$ cat src/rtl/sram_ctrl_pkg.sv
// Shared constants for the SRAM-backed FIFO controller: read latency, output
// buffer depth and the occupancy-counter width helper.
package sram_ctrl_pkg;
  localparam int SRAM_RD_LAT = 1;
  localparam int OBUF_DEPTH  = 2;

  function automatic int cnt_w(input int depth);
    return $clog2(depth + OBUF_DEPTH) + 1;
  endfunction
endpackage

$ cat src/rtl/sram_fifo_obuf.sv
// 2-entry show-ahead register FIFO that hides the SRAM read latency.
// head is the oldest entry; a write and a pop may happen in the same cycle.
module sram_fifo_obuf
  import sram_ctrl_pkg::*;
#(
  parameter int WIDTH = 16
) (
  input  logic             clk,
  input  logic             rst,
  input  logic             clr,
  input  logic             wr,
  input  logic [WIDTH-1:0] wdata,
  input  logic             pop,
  output logic [1:0]       cnt,
  output logic [WIDTH-1:0] head
);
  logic [OBUF_DEPTH-1:0][WIDTH-1:0] mem;
  logic hd, tl;

  // With two entries, the tail slot is head when cnt is 0 or 2; a write at
  // cnt=2 only occurs alongside a pop, so it lands in the slot being freed.
  assign tl   = hd ^ cnt[0];
  assign head = mem[hd];

  always_ff @(posedge clk or posedge rst) begin
    if (rst) begin
      mem <= '0;
      hd  <= 1'b0;
      cnt <= '0;
    end else if (clr) begin
      hd  <= 1'b0;
      cnt <= '0;
    end else begin
      if (wr)  mem[tl] <= wdata;
      if (pop) hd      <= ~hd;
      cnt <= cnt + {1'b0, wr} - {1'b0, pop};
    end
  end
endmodule

$ cat src/rtl/sram_fifo_ctrl.sv
// FIFO controller for an external 1R/1W register-file SRAM with a 2-entry
// show-ahead output buffer. Optional empty-FIFO bypass: SRAM_FIFO_BYPASS_EN.
module sram_fifo_ctrl
  import sram_ctrl_pkg::*;
#(
  parameter  int WIDTH = 16,
  parameter  int DEPTH = 1024,
  localparam int AW    = $clog2(DEPTH)
) (
  input  logic             clk,
  input  logic             rst,
  input  logic             clr,
  input  logic             in_valid,
  output logic             in_ready,
  input  logic [WIDTH-1:0] in_data,
  output logic             out_valid,
  input  logic             out_ready,
  output logic [WIDTH-1:0] out_data,
  output logic [AW+1:0]    count,
  output logic [AW-1:0]    sram_aa,
  output logic             sram_cena,
  input  logic [WIDTH-1:0] sram_qa,
  output logic [AW-1:0]    sram_ab,
  output logic [WIDTH-1:0] sram_db,
  output logic             sram_cenb
);
  localparam int CW = cnt_w(DEPTH);

  logic [AW-1:0]    wr_ptr, rd_ptr;
  logic [AW:0]      sram_cnt;
  logic             rd_inflight;
  logic [1:0]       obuf_cnt;
  logic [2:0]       pend;
  logic             push, pop, rd_fire, byp, sram_wr, obuf_wr;
  logic [WIDTH-1:0] obuf_wdata;

  assign in_ready  = (sram_cnt != (AW+1)'(DEPTH));
  assign out_valid = (obuf_cnt != 2'd0);
  // rst gates the strobes so the SRAM enables deassert without a clock edge
  assign push      = in_valid & in_ready & ~clr & ~rst;
  assign pop       = out_valid & out_ready & ~clr;
  assign pend      = {1'b0, obuf_cnt} + {2'b0, rd_inflight} - {2'b0, pop};
  assign rd_fire   = ~clr & ~rst & (sram_cnt != '0) & (pend < 3'd2);

`ifdef SRAM_FIFO_BYPASS_EN
  // Nothing queued in the SRAM path, so skipping it cannot reorder data.
  assign byp = push & (sram_cnt == '0) & ~rd_inflight &
               (({1'b0, obuf_cnt} - {2'b0, pop}) < 3'd2);
`else
  assign byp = 1'b0;
`endif

  assign sram_wr    = push & ~byp;
  assign obuf_wr    = rd_inflight | byp;
  assign obuf_wdata = byp ? in_data : sram_qa;

  assign sram_cenb = ~sram_wr;
  assign sram_ab   = wr_ptr;
  assign sram_db   = in_data;
  assign sram_cena = ~rd_fire;
  assign sram_aa   = rd_ptr;

  always_ff @(posedge clk or posedge rst) begin
    if (rst) begin
      wr_ptr      <= '0;
      rd_ptr      <= '0;
      sram_cnt    <= '0;
      rd_inflight <= 1'b0;
    end else if (clr) begin
      wr_ptr      <= '0;
      rd_ptr      <= '0;
      sram_cnt    <= '0;
      rd_inflight <= 1'b0;
    end else begin
      if (sram_wr) wr_ptr <= wr_ptr + 1'b1;
      if (rd_fire) rd_ptr <= rd_ptr + 1'b1;
      sram_cnt    <= sram_cnt + {{AW{1'b0}}, sram_wr} - {{AW{1'b0}}, rd_fire};
      rd_inflight <= rd_fire;
    end
  end

  assign count = CW'(sram_cnt) + CW'(rd_inflight) + CW'(obuf_cnt);

  sram_fifo_obuf #(.WIDTH(WIDTH)) u_obuf (
    .clk   (clk),
    .rst   (rst),
    .clr   (clr),
    .wr    (obuf_wr),
    .wdata (obuf_wdata),
    .pop   (pop),
    .cnt   (obuf_cnt),
    .head  (out_data)
  );
endmodule

$ cat config.mk
export PLATFORM = sky130hd
export DESIGN_NAME = sram_fifo_ctrl
export DESIGN_NICKNAME = d
export VERILOG_FILES = /design/src/rtl/sram_ctrl_pkg.sv /design/src/rtl/sram_fifo_obuf.sv /design/src/rtl/sram_fifo_ctrl.sv
export SDC_FILE = /design/constraint.sdc
export NUM_CORES = 1
export LEC_CHECK = 0
export BUFFER_PORTS_ARGS = -buffer_cell sky130_fd_sc_hd__clkbuf_2
export CAP_MARGIN = 0
export CORE_ASPECT_RATIO = 0.9
export CORE_MARGIN = 3
export CORE_UTILIZATION = 40
export CTS_BUF_LIST = sky130_fd_sc_hd__clkbuf_16
export DETAILED_ROUTE_END_ITERATION = 10
export HOLD_SLACK_MARGIN = 0.05
export PLACE_DENSITY = 0.62
export SETUP_SLACK_MARGIN = 0.1
export SYNTH_ARGS = -nofsm -noshare
export SYNTH_HDL_FRONTEND = slang
export SYNTH_SLANG_ARGS = --single-unit
$ cat constraint.sdc
create_clock -name clk -period 9.29 [get_ports clk]
set_clock_uncertainty 0.15 [all_clocks]
set_input_delay 0.929 -clock clk [delete_from_list [all_inputs] [get_ports clk]]
set_output_delay 0.929 -clock clk [all_outputs]
set_load 0.005 [all_outputs]
After elaboration in Yosys (flattened, before gate mapping)
Index checks and enable logic that the tools add are counted.

storage, ports and cells
  flip-flop bits (word level) = 67
  output and inout bits = 68
  logic and storage cells = 58

cells by class
  $add $sub $neg = 10
  $lt $le $gt $ge = 4
  eq/ne operators = 1
  multiplexer cells = 14
  bitwise operators = 14
  reductions and logical operators = 7

operator list
  kind                   number
  $mux 16                3
  $mux 10                4
  $bwmux 32              1
  $add 10x1->10 const B  2
  $demux 16 s1           1
  $add 11x1->12          1
  $add 12x2->12          1
  $add 11x1->11          1
  $mux 11                1
  $ne 11x11->1 const B   1
  $reduce_bool 11->1     1
  $sub 11x1->11          1
  $and 1x1->1            8
  $reduce_bool 2->1      4
  $not 1->1              5
  $lt 1x2->1 const B     2
  $add 2x1->3            1
  $lt 3x2->1 const B     1
  $mux 1                 3
  $sub 3x1->3            1
  $add 2x1->2            1
  $mux 2                 1
  $reduce_and 2->1       1
  $sub 2x1->2            1
  other kinds (3)        3

Depth between registers and ports, before layout
Gate-level depths: netlist of the first run.

  depth in word-level cells = 8
  gate-level depth with buffers = 22
  depth with buffers taken out = 22

Cells and area by module
From an unflattened synthesis of the first run, not the netlist that was laid out.

second synthesis, totals
  cells, all modules = 368
  area, all modules = 4052.6 µm²

modules (own cells, without submodules)
  module          instances  cells each  area each (µm²)  sequential area each (µm²)
  sram_fifo_ctrl  1          267         2474.9           800.8
  sram_fifo_obuf  1          101         1577.8           875.8

Worst setup path before layout of the first run
Ideal clock, no wire load.

  path type = input -> register
  from = input clr
  to = register sram_cnt[10]
  data arrival time = 4.791 ns
  required time = 9.015 ns
  path slack = 4.225 ns
  stages on the path = 21
  buffers on the path = 2
  path through = clkbuf_1 -> clkbuf_1 -> nor2_1 -> ha_1 -> inv_1 -> ha_1 -> inv_1 -> fa_1 -> xnor2_1 -> nand3_2 -> nor2_4 -> ha_1 -> inv_1 -> ha_1 -> inv_1 -> fa_1 -> and2b_1 -> nor3_1 -> o31ai_1 -> a211oi_1 -> mux2_2

between the ends
  longest elaborated chain between the ends = 7
  elaborated cells on any way between the ends = 12
  those cells by class = add/sub: 3; order compare: 1; mux: 1; bitwise: 7

ends and longest elaborated chain
  what                  RTL line              text
  start, declared       sram_fifo_ctrl.sv:12  input logic clr,
  $not 1->1 (no line)   n/a
  $and 1x1->1           sram_fifo_ctrl.sv:41  assign pop = out_valid & out_ready & ~clr;
  $sub 3x1->3           sram_fifo_ctrl.sv:42  assign pend = {1'b0, obuf_cnt} + {2'b0, rd_inflight} - {2'b0, pop};
  $lt 3x2->1            sram_fifo_ctrl.sv:43  assign rd_fire = ~clr & ~rst & (sram_cnt != '0) & (pend < 3'd2);
  $and 1x1->1           sram_fifo_ctrl.sv:43
  $sub 11x1->11         sram_fifo_ctrl.sv:77  sram_cnt <= sram_cnt + {{AW{1'b0}}, sram_wr} - {{AW{1'b0}}, rd_fire};
  $mux 11 *             sram_fifo_ctrl.sv:69  end else if (clr) begin
  end signal, assigned  sram_fifo_ctrl.sv:77
  end, declared         sram_fifo_ctrl.sv:30  logic [AW:0] sram_cnt;

Every way passes the cells marked *; elsewhere a longest branch is shown, timed or not.
A chain may end at the register's enable or synchronous reset.

Worst setup path in the final report of the first run
Same ends and word-level chain as after synthesis.

==> flow_metrics.env, run 1 <==
export IMPL_status="finished clean"
export IMPL_hold_violations=0
export IMPL_stdcell_count=556
export IMPL_clock_latency_ns=0.33
export IMPL_grt_pass1_wl_um=13900
export IMPL_grtUsageMet2_pct=23.6
export IMPL_seq_area_um2=1680
export IMPL_grt_max_degree=68
export IMPL_vias_per_cell=4.92
export IMPL_drive_gt1_share_pct=37.0
export IMPL_cts_tree="done"
export IMPL_crit_slowest_cell="o31ai_1"
export IMPL_grt_pass1_vias=2833
export IMPL_synth_fp_nets=434
export IMPL_track_usage_pct=15.2
export IMPL_die_w_um=112
export IMPL_root_buffer="clkbuf_16"
export IMPL_cts_sinks=67
export IMPL_ys_ff_latch=67
export IMPL_nets=494
export IMPL_final_setup_viol_count=0
export IMPL_fmax_mhz=198
export IMPL_met3_usage_pct=3.48
export IMPL_antenna_found_initial=0
export IMPL_finalCriticalPeriod_ns=5.06
export IMPL_power_density_nw_per_um2=315
export IMPL_yosys_cell_types_count=47
export IMPL_final_common_cell="clkbuf_2"
export IMPL_postCtsSetupBuffers=0
export IMPL_multiInputGateArea_um2=2050
export IMPL_fp_coreArea_um2=9740
export IMPL_layout_common_cells="72 x clkbuf_2, 67 x dfrtp_1, 53 x mux2_2"
export IMPL_yosysSeqAreaShare_pct=41.7
export IMPL_critPathCaptureType="register"
export IMPL_hold_buffers=0
export IMPL_firstDrtPassIters=4
export IMPL_tightestPinTransition_ns=0.957
export IMPL_drc=0
export IMPL_top_usage_layer="met2"
export IMPL_cp_start_kind="input pin"
export IMPL_crit_chain="clkbuf_2, buf_4, nor2_1, ha_1, inv_1, ha_1, inv_1, fa_1, xnor2_1, nand3_2, nor2_4, ha_1, inv_1, ha_1, inv_1, fa_1, and2b_1, nor3_1, o31ai_1, a211oi_1, mux2_2"
export IMPL_min_period_over_period_pct=54.4
export IMPL_use_met1_pct=21.0
export IMPL_critPathBufInv=6
export IMPL_cts_resized=0
export IMPL_max_slew_margin_pct=36.2
export IMPL_overflow=0
export IMPL_critPathMaxFanout=42
export IMPL_cp_slowest_stage_delay_ns=0.47
export IMPL_critPathKind="in -> reg"
export IMPL_drtIter0Drc=106
export IMPL_arrival_ns=5.12
export IMPL_tns_ns=0
export IMPL_finalWirelength_um=8150
export IMPL_yosys_area_top_type="dfrtp_1"
export IMPL_synth_top_cell_area_share_pct=41.7
export IMPL_synth_area_leaders="dfrtp_1 42%, mux2_2 15%, ha_1 8.7%"
export IMPL_ys_warn_count=0
export IMPL_vias=2736
export IMPL_leakagePower_nw=2.23
export IMPL_dp_cells=540
export IMPL_crit_family="adder cells"
export IMPL_synth_cells=365
export IMPL_peakVddDrop_v=0.000106
export IMPL_dpl_worst_slack_ns=3.87
export IMPL_io_buffers=72
export IMPL_clockBufferDepth=2
export IMPL_utilization_pct=48.3
export IMPL_die_area_um2=11300
export IMPL_antenna_cells=0
export IMPL_synth_area_per_cell_um2=11.0
export IMPL_worst_slack_ns=4.23
export IMPL_syn_area_um2=4020
export IMPL_numCtsBuffers=9
export IMPL_die_h_um=101
export IMPL_grt_setup_unrepaired="no"
export IMPL_ioPinCount=105
export IMPL_hpwl_um=5920
export IMPL_drv_slew=0
export IMPL_ant_nets=0
export IMPL_maxCapViolations=0
export IMPL_area_growth_pct=17.1
export IMPL_h_tree_depth=3
export IMPL_min_path_type="reg -> reg"
export IMPL_nFillCells=917
export IMPL_worst_ep_required_time_ns=9.36
export IMPL_rows=34
export IMPL_place_congestion=0.763
export IMPL_clk_pin_slew_ns=0.06
export IMPL_post_drt_wl_per_cell_um=14.7
export IMPL_start_util_pct=41.3
-- layer usage --
metal  vias up  routed length (µm)
met2        63                3830
met5         -                   0
li1       1330                   -
met4         0                 102
met1      1332                3910
met3        11                 310
-- path summary, 6_finish.rpt --
check | from | end | slack (ns) | cells past startpoint
setup / recovery | clr | sram_cnt[10] | 4.23 | 21
hold / removal | u_obuf.mem[30] | u_obuf.mem[30] | 0.35 | 1
setup reg to reg | u_obuf.cnt[0] | sram_cnt[10] | 4.57 | 22
hold reg to reg | u_obuf.mem[30] | u_obuf.mem[30] | 0.35 | 1
max in group asynchronous | rst | sram_cnt[5] | 7.69 | 3
min in group asynchronous | rst | sram_cnt[2] | 0.71 | 3
-- metrics by stage --
stage,power [W],instance area [µm²],hold slack (ns)
after global placement,0.00110,4380,0.332
after global routing,0.00160,4710,0.370
after floorplan,0.000931,4020,0.325
final,0.00148,4710,0.352
after CTS,0.00150,4710,0.355
after detailed placement,0.00112,4380,0.341
-- synthesized netlist by cell type (all sizes together) --
library cell,n
or2,1
xor2,2
buf,21
and3,2
o31ai,2
or3,3
and2,1
inv,32
nor4,4
o21bai,3
clkbuf,4
nand2b,3
and2b,2
nor3b,1
nand3,11
dfrtp,67
mux2,53
and4,1
nand2,12
a211oi,2
a21o,2
fa,4
a21oi,6
nor2,36
o311ai,1
mux2i,3
a221oi,1
a31oi,1
nand3b,1
ha,28
nor3,9
nand4,4
nor2b,10
o21ai,5
or4,1
xnor2,26
-- state kept, by name, indices dropped and copies added, names as in the netlist --
name        flops
obuf_wr         1
sram_aa        10
sram_ab        10
sram_cnt       11
u_obuf.cnt      2
u_obuf.hd       1
u_obuf.mem     32
-- final cells by class --
type | instances | share of cell area, %
multi-input combinational | 241 | 43.6
sequential | 67 | 35.6
timing repair buffer | 74 | 7.97
clock buffer | 9 | 4.78
tap | 126 | 3.35
inverter | 32 | 2.55
clock inverter | 7 | 2.10
-- logic make-up after synthesis --
| family | Yosys count | synth area share [%] |
|---|---|---|
| and+or+nand+nor | 102 | 14.0 |
| DFF | 67 | 41.7 |
| buffers and inverters | 57 | 7.22 |
| muxes | 56 | 15.6 |
| adders and majority gates | 32 | 10.7 |
| xor gates and xnor gates | 28 | 6.57 |
| AOI/OAI and AO/OA | 23 | 4.26 |
-- report_power, final --
| group | internal (W) | switching, W |
|---|---|---|
| Sequential | 0.000391 | 0.0000881 |
| Combinational | 0.000333 | 0.000300 |
| Clock | 0.000237 | 0.000134 |
No activity file was read; power rests on OpenSTA's default activity.
==> inputs of run 2 (changes only) <==
- PLACE_DENSITY: 0.62 -> 0.65
- clock period: 9.29 -> 4.45 ns (I/O delays scaled with it)
==> run 2 against run 1 <==
Wire length increased by 2.7%. Global-route usage increased by 0.17 points. Sequential power increased by 110%. Critical path depth increased by 1. Non-clock buffer count increased by 9. Worst setup slack got worse by 3.9 ns. Core utilization increased by 0.99 points. Cell count increased by 1.6%. Clock power increased by 100%. Flip-flop and latch count unchanged. Critical path type is now reg -> reg. Highest routed layer unchanged.
==> flow_metrics.env, run 2 (synthesis results as in run 1) <==
export IMPL_seq_area_um2=1680
export IMPL_grt_setup_unrepaired="no"
export IMPL_dpl_instance_area_um2=4410
export IMPL_track_usage_pct=15.4
export IMPL_rows=34
export IMPL_final_common_cell="clkbuf_2"
export IMPL_finalWirelength_um=8370
export IMPL_ant_nets=0
export IMPL_io_buffers=72
export IMPL_area_growth_pct=19.5
export IMPL_nFillCells=885
export IMPL_die_area_um2=11300
export IMPL_critPathCaptureType="register"
export IMPL_drv_slew=0
export IMPL_vias=2775
export IMPL_overflow=0
export IMPL_hpwl_um=6160
export IMPL_worst_slack_ns=0.346
export IMPL_combPwrFrac_pct=44.9
export IMPL_drc=0
export IMPL_status="finished clean"
export IMPL_fin_hold_ws_ns=0.143
export IMPL_power_switching_w=0.00110
export IMPL_place_congestion=0.777
export IMPL_drive_gt1_share_pct=40.5
export IMPL_worst_ep_required_time_ns=4.51
export IMPL_maxCapViolations=0
export IMPL_ioPinCount=105
export IMPL_cp_start_kind="register"
export IMPL_cts_sinks=67
export IMPL_grt_pass1_vias=2894
export IMPL_arrival_ns=4.16
export IMPL_tns_ns=0
export IMPL_antenna_found_initial=0
export IMPL_grt_pass1_wl_um=14000
export IMPL_die_w_um=112
export IMPL_peakVddDrop_v=0.000253
export IMPL_min_period_over_period_pct=92.2
export IMPL_clock_latency_ns=0.32
export IMPL_hold_violations=0
export IMPL_layout_common_cells="72 x clkbuf_2, 65 x dfrtp_1, 53 x mux2_2"
export IMPL_min_path_type="in -> async"
export IMPL_finalInstanceArea_um2=4800
export IMPL_clk_pin_slew_ns=0.06
export IMPL_fp_coreArea_um2=9740
export IMPL_p_int_w=0.00207
export IMPL_grt_max_degree=42
export IMPL_die_h_um=101
export IMPL_antenna_cells=0
export IMPL_drtIter0Drc=86
export IMPL_clockPowerShare_pct=23.7
export IMPL_critPathMaxFanout=4
export IMPL_critPathKind="reg -> reg"
export IMPL_numCtsBuffers=9
export IMPL_fmax_mhz=244
export IMPL_final_setup_viol_count=0
export IMPL_largest_reg_flops=32
export IMPL_vias_per_cell=4.91
export IMPL_h_tree_depth=3
export IMPL_cts_tree="done"
export IMPL_reg_top3="u_obuf.mem x32, sram_cnt x11"
export IMPL_root_buffer="clkbuf_16"
export IMPL_leakagePower_nw=2.27
export IMPL_seqPwrFrac_pct=31.4
export IMPL_post_drt_wl_per_cell_um=14.8
export IMPL_p_sw_share_pct=34.6
export IMPL_max_slew_margin_pct=39.7
export IMPL_dpl_worst_slack_ns=0.123
export IMPL_start_util_pct=41.3
export IMPL_nets=503
export IMPL_tightestPinTransition_ns=0.905
export IMPL_hold_buffers=0
export IMPL_largest_register="u_obuf.mem"
export IMPL_clockBufferDepth=2
export IMPL_firstDrtPassIters=4
export IMPL_power_density_nw_per_um2=660
export IMPL_multiInputGateArea_um2=2090
export IMPL_finalCriticalPeriod_ns=4.10
run 2: cell count changes in the layout (fill, tap and decap cells not counted), moves of 2 or more:
cell,previous run,this run
dfrtp_2,0,2
a211oi_2,0,2
inv_2,2,4
buf_4,2,11
dfrtp_1,67,65
a211oi_1,2,0
run 2: area by class of cell:
class                   count  share of cell area, %
repair buffers             83                   9.22
clock buffers               9                   4.69
flip-flops and latches     67                   34.9
well taps                 126                   3.28
inverters                  32                   2.50
multi-input cells         241                   43.4
clock inverters             7                   1.93
run 2: power groups by stage:
stage | logic [W] | registers [W] | clock network, W
after floorplan | 0.00102 | 0.000933 | 0
after global placement | 0.00132 | 0.000992 | 0
after detailed placement | 0.00135 | 0.00101 | 0
after CTS | 0.00136 | 0.00100 | 0.000767
after global routing | 0.00159 | 0.00103 | 0.000790
final | 0.00143 | 0.000996 | 0.000751
run 2: repair_timing:
action                                  4_1_cts  5_1_grt
endpoints found under the setup margin        2        4
endpoints found under the hold margin         0        0
pin swaps                                     1        1
buffers inserted                              0        6
gates resized for setup                       0       10
run 2: layer usage:
metal  up-vias  share of wire (%)  wire length [µm]  track usage [%]
met5         -                  0                 0                0
met4         0                1.5               124             4.68
met3        17                3.7               306             3.30
met2        58                 49              4110             26.8
met1      1352                 46              3830             19.4
li1       1348                  -                 -                -
run 2: final timing paths:
path	from	end	slack, ns	cells after the start
max	u_obuf.cnt[1]	sram_cnt[8]	0.35	22
min	rst	sram_aa[1]	0.14	2
max reg2reg	u_obuf.cnt[1]	sram_cnt[8]	0.35	22
min reg2reg	u_obuf.mem[3]	u_obuf.mem[3]	0.35	1
max in group asynchronous	rst	u_obuf.cnt[1]	3.08	3
min in group clk	sram_qa[10]	u_obuf.mem[10]	0.22	2
run 2: stage by stage:
| stage | power [W] | utilization [%] | std cells |
|---|---|---|---|
| after floorplan | 0.00195 | - | 365 |
| after detailed placement | 0.00236 | 45.3 | 543 |
| after CTS | 0.00313 | 48.5 | 559 |
| final | 0.00317 | 49.3 | 565 |
| after global routing | 0.00341 | 49.3 | 565 |
| after global placement | 0.00231 | 45.3 | 543 |
run 2: critical path, stage by stage, from the launching register on:
cell and delay (ns):
dfrtp_2 0.42, inv_2 0.07, nand2_1 0.06, nand2_1 0.10, nor2_1 0.05, ha_1 0.27, inv_1 0.06, ha_1 0.13
inv_1 0.05, fa_2 0.54, nand3_2 0.09, nor2_4 0.10, ha_1 0.23, inv_1 0.07, ha_2 0.17, inv_1 0.05
fa_1 0.37, and2b_1 0.25, nor3_2 0.05, o31ai_2 0.20, buf_4 0.16, a211oi_2 0.06, mux2_2 0.27
